`config.mk`:
```
export PLATFORM = sky130hd
export DESIGN_NAME = datamem_multiport_flat
export DESIGN_NICKNAME = d
export VERILOG_FILES = /design/src/rtl/datamem_multiport_if.sv /design/src/rtl/datamem_multiport.sv /design/src/flat_wrapper.sv
export SDC_FILE = /design/constraint.sdc
export NUM_CORES = 1
export LEC_CHECK = 0
export BUFFER_PORTS_ARGS = -buffer_cell sky130_fd_sc_hd__buf_2
export CORE_MARGIN = 2
export CORE_UTILIZATION = 61
export DETAILED_ROUTE_END_ITERATION = 10
export HOLD_SLACK_MARGIN = 0.06
export PLACE_DENSITY_LB_ADDON = 0.05
export SETUP_SLACK_MARGIN = 0.05
export SLEW_MARGIN = 10
export SYNTH_ARGS = -nofsm -noshare
export SYNTH_HDL_FRONTEND = slang
export SYNTH_SLANG_ARGS = --single-unit
```
`constraint.sdc`:
```
create_clock -name clock -period 5.2 [get_ports clock]
set_input_delay 0.26 -clock clock [delete_from_list [all_inputs] [get_ports clock]]
set_output_delay 0.26 -clock clock [all_outputs]
set_load 0.005 [all_outputs]
```
`src/rtl/datamem_multiport_if.sv`:
```
// Bus bundle for datamem_multiport: cycle enable, write port, NUM_RD packed
// read ports and the clear-sweep handshake. The master drives requests and the
// slave (the memory) returns read data, valid flags and busy.
interface datamem_multiport_if #(
    parameter int DATA_W = 8,
    parameter int ADDR_W = 4,
    parameter int NUM_RD = 2
) ();
    logic                     run;
    logic                     we;
    logic [ADDR_W-1:0]        waddr;
    logic [DATA_W-1:0]        wdata;
    logic [NUM_RD*ADDR_W-1:0] raddr;
    logic [NUM_RD-1:0]        rd_en;
    logic [NUM_RD*DATA_W-1:0] rdata;
    logic [NUM_RD-1:0]        rvalid;
    logic                     clear_req;
    logic                     busy;

    modport master (
        output run, we, waddr, wdata, raddr, rd_en, clear_req,
        input  rdata, rvalid, busy
    );

    modport slave (
        input  run, we, waddr, wdata, raddr, rd_en, clear_req,
        output rdata, rvalid, busy
    );
endinterface

```
`src/rtl/datamem_multiport.sv`:
```
// datamem_multiport: 2**ADDR_W x DATA_W data memory with one write port,
// NUM_RD registered read ports and a sequenced clear engine (IDLE/CLEAR/DONE).
// Every state element advances only on a rising clock edge with run = 1.
// Optional feature macro: DATAMEM_BYPASS_EN -- when defined, a read that hits
// the address being written in the same cycle returns the new data
// (write-first); when undefined, reads return the old contents (read-first).
module datamem_multiport #(
    parameter int DATA_W = 8,
    parameter int ADDR_W = 4,
    parameter int NUM_RD = 2
) (
    input  logic                clock,
    input  logic                reset,
    datamem_multiport_if.slave  bus
);
    localparam int DEPTH = 2 ** ADDR_W;
    // Counter is one bit wider than the address so the terminal value never aliases 0.
    localparam logic [ADDR_W:0] CNT_LAST = (ADDR_W + 1)'(DEPTH - 1);

    typedef enum logic [1:0] {
        ST_IDLE  = 2'b00,
        ST_CLEAR = 2'b01,
        ST_DONE  = 2'b10
    } state_t;

    state_t                   state_q, state_d;
    logic [ADDR_W:0]          cnt_q, cnt_d;
    logic                     busy_q, busy_d;
    logic [DATA_W-1:0]        mem_q [DEPTH];
    logic [NUM_RD*DATA_W-1:0] rdata_q, rdata_d;
    logic [NUM_RD-1:0]        rvalid_q, rvalid_d;

    logic                     mem_we_s;
    logic [ADDR_W-1:0]        mem_waddr_s;
    logic [DATA_W-1:0]        mem_wdata_s;
    logic [ADDR_W-1:0]        rd_addr_s [NUM_RD];

    // Unpack the per-port read addresses.
    for (genvar g = 0; g < NUM_RD; g++) begin : g_rd_addr
        assign rd_addr_s[g] = bus.raddr[g*ADDR_W +: ADDR_W];
    end

    // Sweep FSM next state, counter, busy and the single memory write request.
    always_comb begin
        state_d     = state_q;
        cnt_d       = cnt_q;
        busy_d      = busy_q;
        mem_we_s    = 1'b0;
        mem_waddr_s = bus.waddr;
        mem_wdata_s = bus.wdata;
        case (state_q)
            ST_IDLE: begin
                // A write coinciding with clear_req still lands; the sweep then zeroes it.
                mem_we_s = bus.we;
                if (bus.clear_req) begin
                    state_d = ST_CLEAR;
                    cnt_d   = '0;
                    busy_d  = 1'b1;
                end else begin
                    busy_d  = 1'b0;
                end
            end
            ST_CLEAR: begin
                mem_we_s    = 1'b1;
                mem_waddr_s = cnt_q[ADDR_W-1:0];
                mem_wdata_s = '0;
                busy_d      = 1'b1;
                cnt_d       = cnt_q + (ADDR_W + 1)'(1);
                if (cnt_q == CNT_LAST) begin
                    state_d = ST_DONE;
                end else begin
                    state_d = ST_CLEAR;
                end
            end
            ST_DONE: begin
                busy_d  = 1'b0;
                cnt_d   = '0;
                state_d = ST_IDLE;
            end
            default: begin
                busy_d  = 1'b0;
                cnt_d   = '0;
                state_d = ST_IDLE;
            end
        endcase
    end

    // Per-port read data and valid flags; reads are accepted only in IDLE.
    always_comb begin
        rdata_d  = rdata_q;
        rvalid_d = '0;
        for (int k = 0; k < NUM_RD; k++) begin
            if ((state_q == ST_IDLE) && bus.rd_en[k]) begin
                rvalid_d[k] = 1'b1;
`ifdef DATAMEM_BYPASS_EN
                if (bus.we && (rd_addr_s[k] == bus.waddr)) begin
                    rdata_d[k*DATA_W +: DATA_W] = bus.wdata;
                end else begin
                    rdata_d[k*DATA_W +: DATA_W] = mem_q[rd_addr_s[k]];
                end
`else
                rdata_d[k*DATA_W +: DATA_W] = mem_q[rd_addr_s[k]];
`endif
            end else begin
                rvalid_d[k] = 1'b0;
            end
        end
    end

    // Control and output registers, advanced only on run-cycles.
    always_ff @(posedge clock or posedge reset) begin
        if (reset) begin
            state_q  <= ST_IDLE;
            cnt_q    <= '0;
            busy_q   <= 1'b0;
            rdata_q  <= '0;
            rvalid_q <= '0;
        end else if (bus.run) begin
            state_q  <= state_d;
            cnt_q    <= cnt_d;
            busy_q   <= busy_d;
            rdata_q  <= rdata_d;
            rvalid_q <= rvalid_d;
        end
    end

    // Storage array: zeroed by reset, one write per run-cycle (datapath or sweep).
    always_ff @(posedge clock or posedge reset) begin
        if (reset) begin
            for (int i = 0; i < DEPTH; i++) begin
                mem_q[i] <= '0;
            end
        end else if (bus.run && mem_we_s) begin
            mem_q[mem_waddr_s] <= mem_wdata_s;
        end
    end

    assign bus.rdata  = rdata_q;
    assign bus.rvalid = rvalid_q;
    assign bus.busy   = busy_q;
endmodule

```
`src/flat_wrapper.sv`:
```
// flat-port wrapper written by rule: the top's interface ports become plain ports
module datamem_multiport_flat 
#(
    parameter int DATA_W = 8,
    parameter int ADDR_W = 4,
    parameter int NUM_RD = 2
)
  (clock, reset, bus_run, bus_we, bus_waddr, bus_wdata, bus_raddr, bus_rd_en, bus_clear_req, bus_rdata, bus_rvalid, bus_busy);
  datamem_multiport_if #(.DATA_W(DATA_W), .ADDR_W(ADDR_W), .NUM_RD(NUM_RD)) bus_i ();
  input  logic clock;
  input  logic reset;
  input wire logic [$bits(bus_i.run)-1:0] bus_run;
  input wire logic [$bits(bus_i.we)-1:0] bus_we;
  input wire logic [$bits(bus_i.waddr)-1:0] bus_waddr;
  input wire logic [$bits(bus_i.wdata)-1:0] bus_wdata;
  input wire logic [$bits(bus_i.raddr)-1:0] bus_raddr;
  input wire logic [$bits(bus_i.rd_en)-1:0] bus_rd_en;
  input wire logic [$bits(bus_i.clear_req)-1:0] bus_clear_req;
  output wire logic [$bits(bus_i.rdata)-1:0] bus_rdata;
  output wire logic [$bits(bus_i.rvalid)-1:0] bus_rvalid;
  output wire logic [$bits(bus_i.busy)-1:0] bus_busy;
  assign bus_i.run = bus_run;
  assign bus_i.we = bus_we;
  assign bus_i.waddr = bus_waddr;
  assign bus_i.wdata = bus_wdata;
  assign bus_i.raddr = bus_raddr;
  assign bus_i.rd_en = bus_rd_en;
  assign bus_i.clear_req = bus_clear_req;
  assign bus_rdata = bus_i.rdata;
  assign bus_rvalid = bus_i.rvalid;
  assign bus_busy = bus_i.busy;
  datamem_multiport #(.DATA_W(DATA_W), .ADDR_W(ADDR_W), .NUM_RD(NUM_RD)) u_core (.clock(clock), .reset(reset), .bus(bus_i));
endmodule
```
# ---- After elaboration in Yosys (flattened, before gate mapping)
# Cells that the tools add are included.
dict set report word_totals {
  elab_cells 62
  input_bits 27
  reg_bits 154
  out_inout_bits 19
}
dict set report classes {
  n_eq_ne 3
  add_sub_neg 1
  n_bitwise 3
  muxes 21
  n_reduce_logical 8
  order_cmp 4
}
# cell count
set ops {}
lappend ops {{128-bit bitwise mux} 1}
lappend ops {{8-bit binary-select mux with 4-bit select} 2}
lappend ops {{8-bit two-way mux} 6}
lappend ops {{8-bit demux with 4-bit select} 1}
lappend ops {{5-bit greater-or-equal comparator, second input constant} 3}
lappend ops {{4-bit NOT with 5-bit output} 3}
lappend ops {{5-bit one-hot mux with 2 select lines} 1}
lappend ops {{2-bit AND reduction} 3}
lappend ops {{5-bit by 1-bit adder with 5-bit output, second input constant} 1}
lappend ops {{5-bit by 4-bit == test with 1-bit output, second input constant} 1}
lappend ops {{5-bit by 1-bit < comparator with 1-bit output, second input constant} 1}
lappend ops {{5-bit two-way mux} 1}
lappend ops {{1-bit logical AND} 4}
lappend ops {{2-bit two-way mux} 2}
lappend ops {{4-bit two-way mux} 1}
lappend ops {{1-bit one-hot mux with 2 select lines} 2}
lappend ops {{2-bit one-hot mux with 2 select lines} 1}
lappend ops {{1-bit two-way mux} 3}
lappend ops {{2-bit by 1-bit == test with 1-bit output, second input constant} 1}
lappend ops {{2-bit logical NOT} 1}
lappend ops {{2-bit != test, second input constant} 1}

# ---- Logic depth before layout (Yosys ltp)
# Gate-level depths: netlist (run 1).
dict set report logic_depth {
  depth_word 8
  mapped_depth 7
  depth_no_buf 5
}

# ---- Least setup slack after synthesis (run 1)
# Ideal clock, no wire load.
dict set report synth_timing {
  path_type {reg-to-reg}
  startpoint {reg u_core.state_q[0]}
  endpoint {reg u_core.mem_q[120] in the netlist's numbering}
  n_path_buf 2
  arrival_ns 1.900
  path_stages_with_launch 7
  path_slack_ns 3.175
  period_less_slack_ns 2.025
  required_ns 5.075
  setup_ns 0.125
  cell_sequence {dfrtp_1 > buf_2 > or3b_1 > a221oi_2 > and3b_1 > buf_4 > mux2_2}
}
dict set report synth_via {
  elab_chain_len 8
  elab_cells_between_ends 13
  classes_between {order compare: 2; eq/ne: 1; mux: 6; bitwise: 1; reduce/logical: 3}
}
# item line_no
set synth_lines {}
lappend synth_lines {{start, declared} datamem_multiport.sv:26} ;# state_t state_q, state_d;
lappend synth_lines {{start signal, assigned} datamem_multiport.sv:119} ;# state_q <= state_d;
lappend synth_lines {{2-bit by 1-bit == test with 1-bit output} datamem_multiport.sv:51} ;# case (state_q)
lappend synth_lines {{4-bit two-way mux} datamem_multiport.sv:51}
lappend synth_lines {{4-bit NOT with 5-bit output (not written as such)} datamem_multiport.sv:134} ;# mem_q[mem_waddr_s] <= mem_wdata_s;
lappend synth_lines {{5-bit greater-or-equal comparator (not written as such) or 5-bit by 1-bit < comparator with 1-bit output (tied branches)} datamem_multiport.sv:134}
lappend synth_lines {{1-bit logical AND (not written as such)} datamem_multiport.sv:134}
lappend synth_lines {{8-bit two-way mux (not written as such)} datamem_multiport.sv:134}
lappend synth_lines {{8-bit demux with 4-bit select} datamem_multiport.sv:134}
lappend synth_lines {{128-bit bitwise mux} datamem_multiport.sv:134}
lappend synth_lines {{end signal, assigned by index} datamem_multiport.sv:134}
lappend synth_lines {{end, declared} datamem_multiport.sv:29} ;# logic [DATA_W-1:0] mem_q [DEPTH];
# Several ways; a longest one is shown, not always the timed one.
# A chain may end at the register's enable or synchronous reset.

# ---- Worst setup path in the final report (run 1)
dict set report layout_timing {
  startpoint {reg u_core.state_q[0]}
  endpoint {reg u_core.rdata_q[3] (netlist: u_core.bus.rdata[3])}
}
dict set report layout_via {
  elab_chain_len 3
}
# item line_no
set layout_lines {}
lappend layout_lines {{2-bit logical NOT} datamem_multiport.sv:93} ;# if ((state_q == ST_IDLE) && bus.rd_en[k]) begin
lappend layout_lines {{1-bit logical AND} datamem_multiport.sv:93}
lappend layout_lines {{2-bit AND reduction (no line)} --}
lappend layout_lines {{end signal, assigned} datamem_multiport.sv:122} ;# rdata_q <= rdata_d;
lappend layout_lines {{end, declared} datamem_multiport.sv:30} ;# logic [NUM_RD*DATA_W-1:0] rdata_q, rdata_d;
# No other way between the ends.

==> impl_metrics.toml, run 1 <==
[route]
routed_wl_um = 20100
drt_iter0_drc = 452
ant_nets = 0
firstDrtPassIters = 5
vias = 5256
drc = 0
viasPerCell = 6.83
wire_per_inst_um = 26.1

[timing]
maxSlewHeadroom_pct = 14.0
skew_ns = 0.00812
holdWs_ns = 0.105
timing.fmax_mhz = 291
final_hold_viol_count = 0
fin_crit_sh_pct = 66.0
fin_crit_ns = 3.43
tightest_slew_ns = 1.29
slew_violations = 0
setup_viol = 0
grt_setup_unrepaired = "no"
tns_ns = 0

[global_route]
grt_first_pass_wirelength_um = 32400
global_route.usage.total_pct = 31.0
grt_start_max_net_pins = 92
grt_pass1_vias = 5514
antenna_found_initial = 0
grt_remaining_overflow = 0

[clock_network]
root_buffer = "clkbuf_16"
clockBufferDepth = 2
cts_hold_buf = 1
cts.sinks = 154
post_cts_buffers = 0
post_cts_resized = 0
cts_tree = "built"
numCtsBuffers = 17
worst_skew_pair.late_latency_ns = 0.42
ctsHtreeMaxLevel = 4
clk_pin_slew_worst_paths_ns = 0.06

[finish]
fill_cells = 909
final_nets = 610
final_core_util_pct = 69.0
drive_gt1_share_pct = 49.7
fin_area_um2 = 9020
area_delta_synth_final_pct = 11.3
diodes = 0

[synth]
syn-num-nets = 579
yosys.area_share.simple_pct = 6.23
synth_cells = 550
ys.flop_type = "dfrtp_1"
synth_adder_area_share_pct = 0.309
synth_top_family_by_area = "multiplexers"
synthTopCellsByArea = "dfrtp_1, mux2_2, mux4_2"
synthMuxAreaShare_pct = 37.9
yosys_warnings = 0
synth_top_area_share_pct = 47.5
synth_area_per_cell_um2 = 14.7
synth-xor-area-share_pct = 0
ys_seq_elements = 154
synthMostInstantiatedCell = "dfrtp_1"
synth_top_area_cell = "dfrtp_1"
ys_types = 38
synth_compound_area_share_pct = 5.45
synth-edff-count = 0
ys_seq_area_share_pct = 47.5
synth_top_cells_by_count = "dfrtp_1, mux2_2, mux4_2"
async_flop_share_pct = 100
synth_area_um2 = 8110

[critical_path]
r2r-end = "u_core.bus.rdata[3]"
reg2reg_from = "u_core.state_q[0]"
reg2reg_setup_slack_ns = 1.77
start_kind = "register"
worst-r2r-cell-count = 4
path_class = "reg -> reg"
arrival_ns = 3.78
critPathMaxFanout = 20
cp-end-kind = "register"
cp.required_ns = 5.55

[floorplanning]
start_util_pct = 62.0
core_um2 = 13100
die_area_um2 = 14200
die_w_um = 119
rows = 42
pin_count = 46
die_h_um = 119

[min_path]
hold_class = "in -> reg"
hp-start = "bus_clear_req"
holdPathEnd = "u_core.bus.busy"
min_path_cells = 3

[placed_design]
place_area_um2 = 8420
dpl.hpwl_um = 13000
port_buffers = 45
gp_congestion = 0.888

[job]
maxCapViolCount = 0

[power_and_ir_drop]
peakVddDrop_v = 0.000264
total_power_uw = 4370
cellPowerDensity_nw_per_um2 = 484
leakage_uw = 0.00420

[outcome]
status = "finished, final reports clean"
cells in the final DEF (no fill, tap or decap), types with 3 or more instances in the layout:
| cell | Yosys | layout |
|---|---|---|
| clkbuf_8 | 0 | 3 |
| nand3_1 | 14 | 14 |
| dfrtp_1 | 154 | 154 |
| o21ai_0 | 11 | 11 |
| nand2_1 | 20 | 20 |
| o31ai_2 | 6 | 6 |
| and2_0 | 8 | 8 |
| nand3_2 | 3 | 3 |
| mux2_2 | 140 | 140 |
| buf_2 | 16 | 45 |
| bufinv_16 | 0 | 3 |
| nor3b_4 | 3 | 3 |
| clkinv_2 | 0 | 4 |
| nor2_1 | 7 | 7 |
| nor3b_1 | 4 | 4 |
| buf_4 | 1 | 3 |
| nand4bb_1 | 5 | 5 |
| inv_1 | 12 | 11 |
| o211ai_1 | 4 | 4 |
| a22oi_1 | 28 | 28 |
| mux2_1 | 5 | 5 |
| mux4_2 | 64 | 64 |
| clkbuf_1 | 20 | 3 |
| clkbuf_16 | 0 | 17 |
registers in the layout (all words and copies together), names as in the netlist:
register / cells
u_core.bus.rdata: 16
u_core.bus.rvalid: 2
u_core.state_q: 2
u_core.mem_q: 128
u_core.cnt_q: 5
u_core.bus.busy: 1
logic make-up (layout without fill, tap and decap cells):
kind of cell	Yosys count	count (layout)
and+or+nand+nor	79	79
DFF	154	154
adders and majority gates	2	2
muxes	209	209
AOI/OAI and AO/OA	57	57
buffers and inverters	49	92
layout make-up:
class	instances	area (um2)	area share, %
Inverter	12	50.0	0.555
Clock inverter	8	118	1.30
Tap cell	176	220	2.44
Clock buffer	23	478	5.30
Timing Repair Buffer	49	258	2.86
Multi-Input combinational cell	347	4050	44.8
Sequential cell	154	3850	42.7
metrics by stage:
stage,setup slack (ns),cells
CTS,1.89,769
global route,1.68,769
detailed placement,1.91,737
global placement,1.90,737
floorplan,0.790,550
finish,1.77,769
critical path: stages, from the launching register on:
cell and delay, ns:
dfrtp_1 0.56, nand4bb_1 0.98, nor3b_1 1.38, a22oi_1 0.30, nand2_1 0.13
report_power, final:
part	total [uW]	leakage, uW	internal, uW	switching, uW
logic	1220	0.00180	694	527
clock network	1250	0.000293	787	466
registers	1890	0.00211	1580	309
total	4370	0.00420	3070	1300
worst max path at each step:
stage | cells after the start | endpoint | slack [ns] | from
after detailed placement | 4 | u_core.bus.rdata[3] | 1.91 | u_core.state_q[0]
after global routing | 4 | u_core.bus.rdata[1] | 1.68 | u_core.state_q[0]
final | 4 | u_core.bus.rdata[3] | 1.77 | u_core.state_q[0]
after global placement | 4 | u_core.bus.rdata[3] | 1.90 | u_core.state_q[0]
after CTS | 4 | u_core.bus.rdata[3] | 1.89 | u_core.state_q[0]
after floorplan | 1 | u_core.bus.busy | 0.79 | reset
per-layer routing:
metal,up-vias,share of wire (%),global-route usage [%]
met5,-,0,0
met4,0,2.9,11.4
met3,43,6.7,6.47
met2,248,47,48.0
met1,2774,43,44.2
li1,2191,-,-
No activity file was read; power rests on OpenSTA's default activity.
==> inputs of run 2 (changes only) <==
--- a/config.mk
+++ b/config.mk
@@ -7,7 +7,7 @@
 export LEC_CHECK = 0
 export BUFFER_PORTS_ARGS = -buffer_cell sky130_fd_sc_hd__buf_2
 export CORE_MARGIN = 2
-export CORE_UTILIZATION = 61
+export CORE_UTILIZATION = 55
 export DETAILED_ROUTE_END_ITERATION = 10
 export HOLD_SLACK_MARGIN = 0.06
 export PLACE_DENSITY_LB_ADDON = 0.05
==> constraint.sdc (replaced) <==
create_clock -name clock -period 3.1 [get_ports clock]
set_input_delay 0.155 -clock clock [delete_from_list [all_inputs] [get_ports clock]]
set_output_delay 0.155 -clock clock [all_outputs]
set_load 0.005 [all_outputs]
==> run 2 against run 1 <==
Against the previous run: global-route usage down 3.9 points; utilization down 5.5 points; clock skew down 0.0011 ns; non-clock buffer count up 11.
==> impl_metrics.toml, run 2 (synthesized netlist as in run 1, its figures left out) <==
[finish]
final_common_cell = "dfrtp_1"
final_cell_mix = "dfrtp_1, mux2_2, mux4_2"
area_delta_synth_final_pct = 13.3
largest_reg_flops = 128
diodes = 0
final_nets = 621
final_core_util_pct = 63.4
drive_gt1_share_pct = 50.6
top_register = "u_core.mem_q"

[floorplanning]
core_um2 = 14500
die_area_um2 = 15700
start_util_pct = 56.0
rows = 44
die_w_um = 125
die_h_um = 125
pin_count = 46

[clock_network]
root_buffer = "clkbuf_16"
clk_pin_slew_worst_paths_ns = 0.06
clockBufferDepth = 2
cts_tree = "built"
worst_skew_pair.late_latency_ns = 0.43
post_cts_buffers = 0
numCtsBuffers = 17
cts.sinks = 154
ctsHtreeMaxLevel = 4

[critical_path]
arrival_ns = 3.01
cp-end-kind = "register"
critPathMaxFanout = 20
crit_buf_inv = 0
crit_path_max_incr_delay_ns = 0.66
cp.required_ns = 3.41
start_kind = "register"
cp_slowest_cell = "dfrtp_1"
worstPathCellList = "nand2b_1 > a221oi_2 > and3b_1 > mux2_2"
path_delay_family = "simple AND/OR/NAND/NOR gates"
path_class = "reg -> reg"

[timing]
setup_viol = 0
maxSlewHeadroom_pct = 9.50
tightest_slew_ns = 1.35
fin_crit_ns = 2.69
final_hold_viol_count = 0
fin_crit_sh_pct = 86.9
grt_setup_unrepaired = "no"
slew_violations = 0
timing.fmax_mhz = 371
skew_ns = 0.00700
tns_ns = 0

[global_route]
grt_start_max_net_pins = 73
antenna_found_initial = 0
global_route.usage.total_pct = 27.1
grt_remaining_overflow = 0
grt_pass1_vias = 5539
grt_first_pass_wirelength_um = 31800

[route]
vias = 5193
viasPerCell = 6.58
drt_iter0_drc = 455
ant_nets = 0
firstDrtPassIters = 5
routed_wl_um = 19900
drc = 0
wire_per_inst_um = 25.3

[min_path]
hold_class = "in -> reg"

[placed_design]
port_buffers = 45
gp_congestion = 0.811
dpl.hpwl_um = 13200

[job]
maxCapViolCount = 0

[power_and_ir_drop]
cellPowerDensity_nw_per_um2 = 814
leakage_uw = 0.00428
peakVddDrop_v = 0.000450

[outcome]
status = "finished, final reports clean"
run 2: per-layer routing:
layer	global-route usage [%]	part of all wire [%]	vias up
met1	36.9	43	2786
met2	44.4	51	150
met5	0	0	-
met3	5.43	4.6	34
met4	8.76	2.1	0
li1	-	-	2223
run 2: power by group:
| group | total [uW] | switching [uW] | internal [uW] |
|---|---|---|---|
| clock | 2260 | 834 | 1420 |
| sequential | 3160 | 506 | 2660 |
| combinational | 2050 | 868 | 1190 |
run 2: worst register-to-register path: stages (launching register included):
cell      delay [ns]
dfrtp_1         0.66
nand2b_1        0.38
a221oi_2        0.56
and3b_1         0.58
mux2_2          0.40
run 2: layout make-up:
cell class	count	area, um2
clock buffer	19	433
timing repair buffer	60	370
inverter	12	48.8
clock inverter	13	200
fill	1079	5300
sequential	154	3850
multi-input combinational	347	4050
tap	184	230
run 2: path summary, 6_finish.rpt:
path / startpoint / end / slack [ns] / cells past startpoint
worst max-delay path: u_core.state_q[0] / u_core.mem_q[123] / 0.41 / 4
min in group asynchronous: reset / u_core.mem_q[59] / 0.35 / 3
worst min-delay path: bus_raddr[3] / u_core.bus.rdata[5] / 0.15 / 3
worst max register to register: u_core.state_q[0] / u_core.mem_q[123] / 0.41 / 4
max in group asynchronous: reset / u_core.bus.rdata[8] / 1.99 / 4
worst min register to register: u_core.cnt_q[4] / u_core.cnt_q[4] / 0.48 / 2
run 2: through the flow:
stage	hold slack (ns)	worst slack, ns	cell area, um2	cells	total power, uW
floorplan	0.294	1.00	8110	550	4620
CTS	0.126	0.400	9180	789	7520
global route	0.153	0.271	9180	789	7850
detailed placement	0.256	0.410	8520	754	5240
finish	0.146	0.407	9180	789	7470
global placement	0.252	0.455	8520	754	5150
run 2: repair_timing:
action                    in CTS  in global routing
hold buffers                   3                  0
resized for setup              0                  0
hold endpoints to repair      24                  0
==> inputs of run 3 (changes only) <==
--- a/config.mk
+++ b/config.mk
@@ -6,7 +6,7 @@
 export NUM_CORES = 1
 export LEC_CHECK = 0
 export BUFFER_PORTS_ARGS = -buffer_cell sky130_fd_sc_hd__buf_2
-export CORE_MARGIN = 2
+export CORE_MARGIN = 1.5
 export CORE_UTILIZATION = 55
 export DETAILED_ROUTE_END_ITERATION = 10
 export HOLD_SLACK_MARGIN = 0.06
==> run 3 against run 2 <==
Against the previous run: largest cell class unchanged; clock power increased by 10%; wire length down 0.39%; final area increased by 0.72%; global-route usage increased by 0.40 points; critical endpoint is now u_core.mem_q[126].
==> impl_metrics.toml, run 3 (synthesized netlist as in run 1, its figures left out) <==
[critical_path]
cp-end-kind = "register"
worstPathCellList = "or3b_1 > a221oi_2 > and3b_1 > mux2_2"
reg2reg_setup_slack_ns = 0.43
arrival_ns = 2.98
path_delay_family = "simple AND/OR/NAND/NOR gates"
cp_slowest_cell = "and3b_1"
path_class = "reg -> reg"
critPathMaxFanout = 20
crit_buf_inv = 0
cp.required_ns = 3.40
crit_path_max_incr_delay_ns = 0.69
start_kind = "register"

[global_route]
grt_util_met3_pct = 6.31
grt_start_max_net_pins = 96
grt_first_pass_wirelength_um = 31700
grt_remaining_overflow = 0
antenna_found_initial = 0
grt_busiest_layer = "met2"
global_route.usage.total_pct = 27.5
grtUsageMet1_pct = 38.1
met2_usage_pct = 44.8
grt_pass1_vias = 5356

[clock_network]
post_cts_buffers = 0
ctsHtreeMaxLevel = 4
clk_pin_slew_worst_paths_ns = 0.06
cts_tree = "built"
numCtsBuffers = 17
root_buffer = "clkbuf_16"
worst_skew_pair.late_latency_ns = 0.42
clockBufferDepth = 2
cts.sinks = 154

[timing]
tns_ns = 0
grt_setup_unrepaired = "no"
skew_ns = 0.00621
final_hold_viol_count = 0
slew_violations = 0
tightest_slew_ns = 1.14
setup_viol = 0
maxSlewHeadroom_pct = 23.6
fin_crit_sh_pct = 86.2
fin_crit_ns = 2.67
timing.fmax_mhz = 374

[route]
wire_per_inst_um = 25.2
vias = 5134
routed_wl_um = 19900
drt_iter0_drc = 355
drc = 0
firstDrtPassIters = 5
ant_nets = 0
viasPerCell = 6.52

[placed_design]
port_buffers = 45
dpl.hpwl_um = 13100
place_area_um2 = 8510
dp.cells = 753
gp_congestion = 0.827

[power_and_ir_drop]
power_frac_clock_pct = 32.3
p_int_uw = 5460
power.switching_uw = 2250
leakage_uw = 0.00430
peakVddDrop_v = 0.000431
pwr-share-comb_pct = 26.7
total_power_uw = 7710
seqPwrFrac_pct = 41.0
p_sw_share_pct = 29.1
cellPowerDensity_nw_per_um2 = 833

[floorplanning]
pin_count = 46
start_util_pct = 56.0
rows = 44
core_um2 = 14500
die_h_um = 124
die_area_um2 = 15500
die_w_um = 124

[finish]
finalNonFillerCells = 788
final_core_util_pct = 63.9
fin_area_um2 = 9250
diodes = 0
largest_reg_flops = 128
final_common_cell = "dfrtp_1"
drive_gt1_share_pct = 50.8
top_register = "u_core.mem_q"
area_delta_synth_final_pct = 14.1
final_nets = 620
fill_cells = 1088
final_cell_mix = "dfrtp_1, mux2_2, mux4_2"

[outcome]
status = "finished, final reports clean"

[job]
maxCapViolCount = 0

[min_path]
hold_class = "in -> reg"
-- run 3: power by group through the flow --
stage / Clock (uW) / Combinational (uW) / Sequential, uW
2_1_floorplan: 0 / 1620 / 3000
3_3_place_gp: 0 / 2010 / 3130
3_5_place_dp: 0 / 2060 / 3180
4_1_cts: 2510 / 2070 / 3150
5_1_grt: 2600 / 2220 / 3260
6_report: 2490 / 2060 / 3160
-- run 3: worst reg2reg max path, stage by stage, from the launching register on --
cell	delay (ns)
dfrtp_1	0.57
or3b_1	0.45
a221oi_2	0.42
and3b_1	0.69
mux2_2	0.42
-- run 3: timing repair --
action	4_1_cts	5_1_grt
hold buffers	3	0
resized for setup	0	0
endpoints found under the hold margin	159	0
endpoints found under the setup margin	0	0
-- run 3: layout make-up --
cell class	count	area [um2]	share of cell area, %
Clock buffer	18	439	4.75
Inverter	12	48.8	0.528
Tap cell	184	230	2.49
Sequential cell	154	3850	41.7
Multi-Input combinational cell	347	4050	43.7
Timing Repair Buffer	59	363	3.92
Clock inverter	14	268	2.90
-- run 3: final timing paths --
check / endpoint / depth (start not counted) / start
worst min register to register: u_core.cnt_q[4] / 2 / u_core.cnt_q[4]
min in group asynchronous: u_core.mem_q[4] / 4 / reset
worst min-delay path: u_core.bus.rdata[5] / 3 / bus_raddr[3]
worst max-delay path: u_core.mem_q[126] / 4 / u_core.state_q[0]
max in group asynchronous: u_core.mem_q[46] / 4 / reset
worst max register to register: u_core.mem_q[126] / 4 / u_core.state_q[0]
-- run 3: metrics by stage --
stage	setup slack [ns]	hold WS (ns)
global placement	0.528	0.298
CTS	0.451	0.135
detailed placement	0.503	0.303
finish	0.428	0.154
floorplan	1.00	0.294
global route	0.335	0.156
-- run 3: per-layer routing --
layer / part of all wire (%) / up-vias
met4: 1.0 / 0
met2: 51 / 154
met1: 42 / 2741
met3: 5.7 / 15
li1: - / 2224
met5: 0 / -
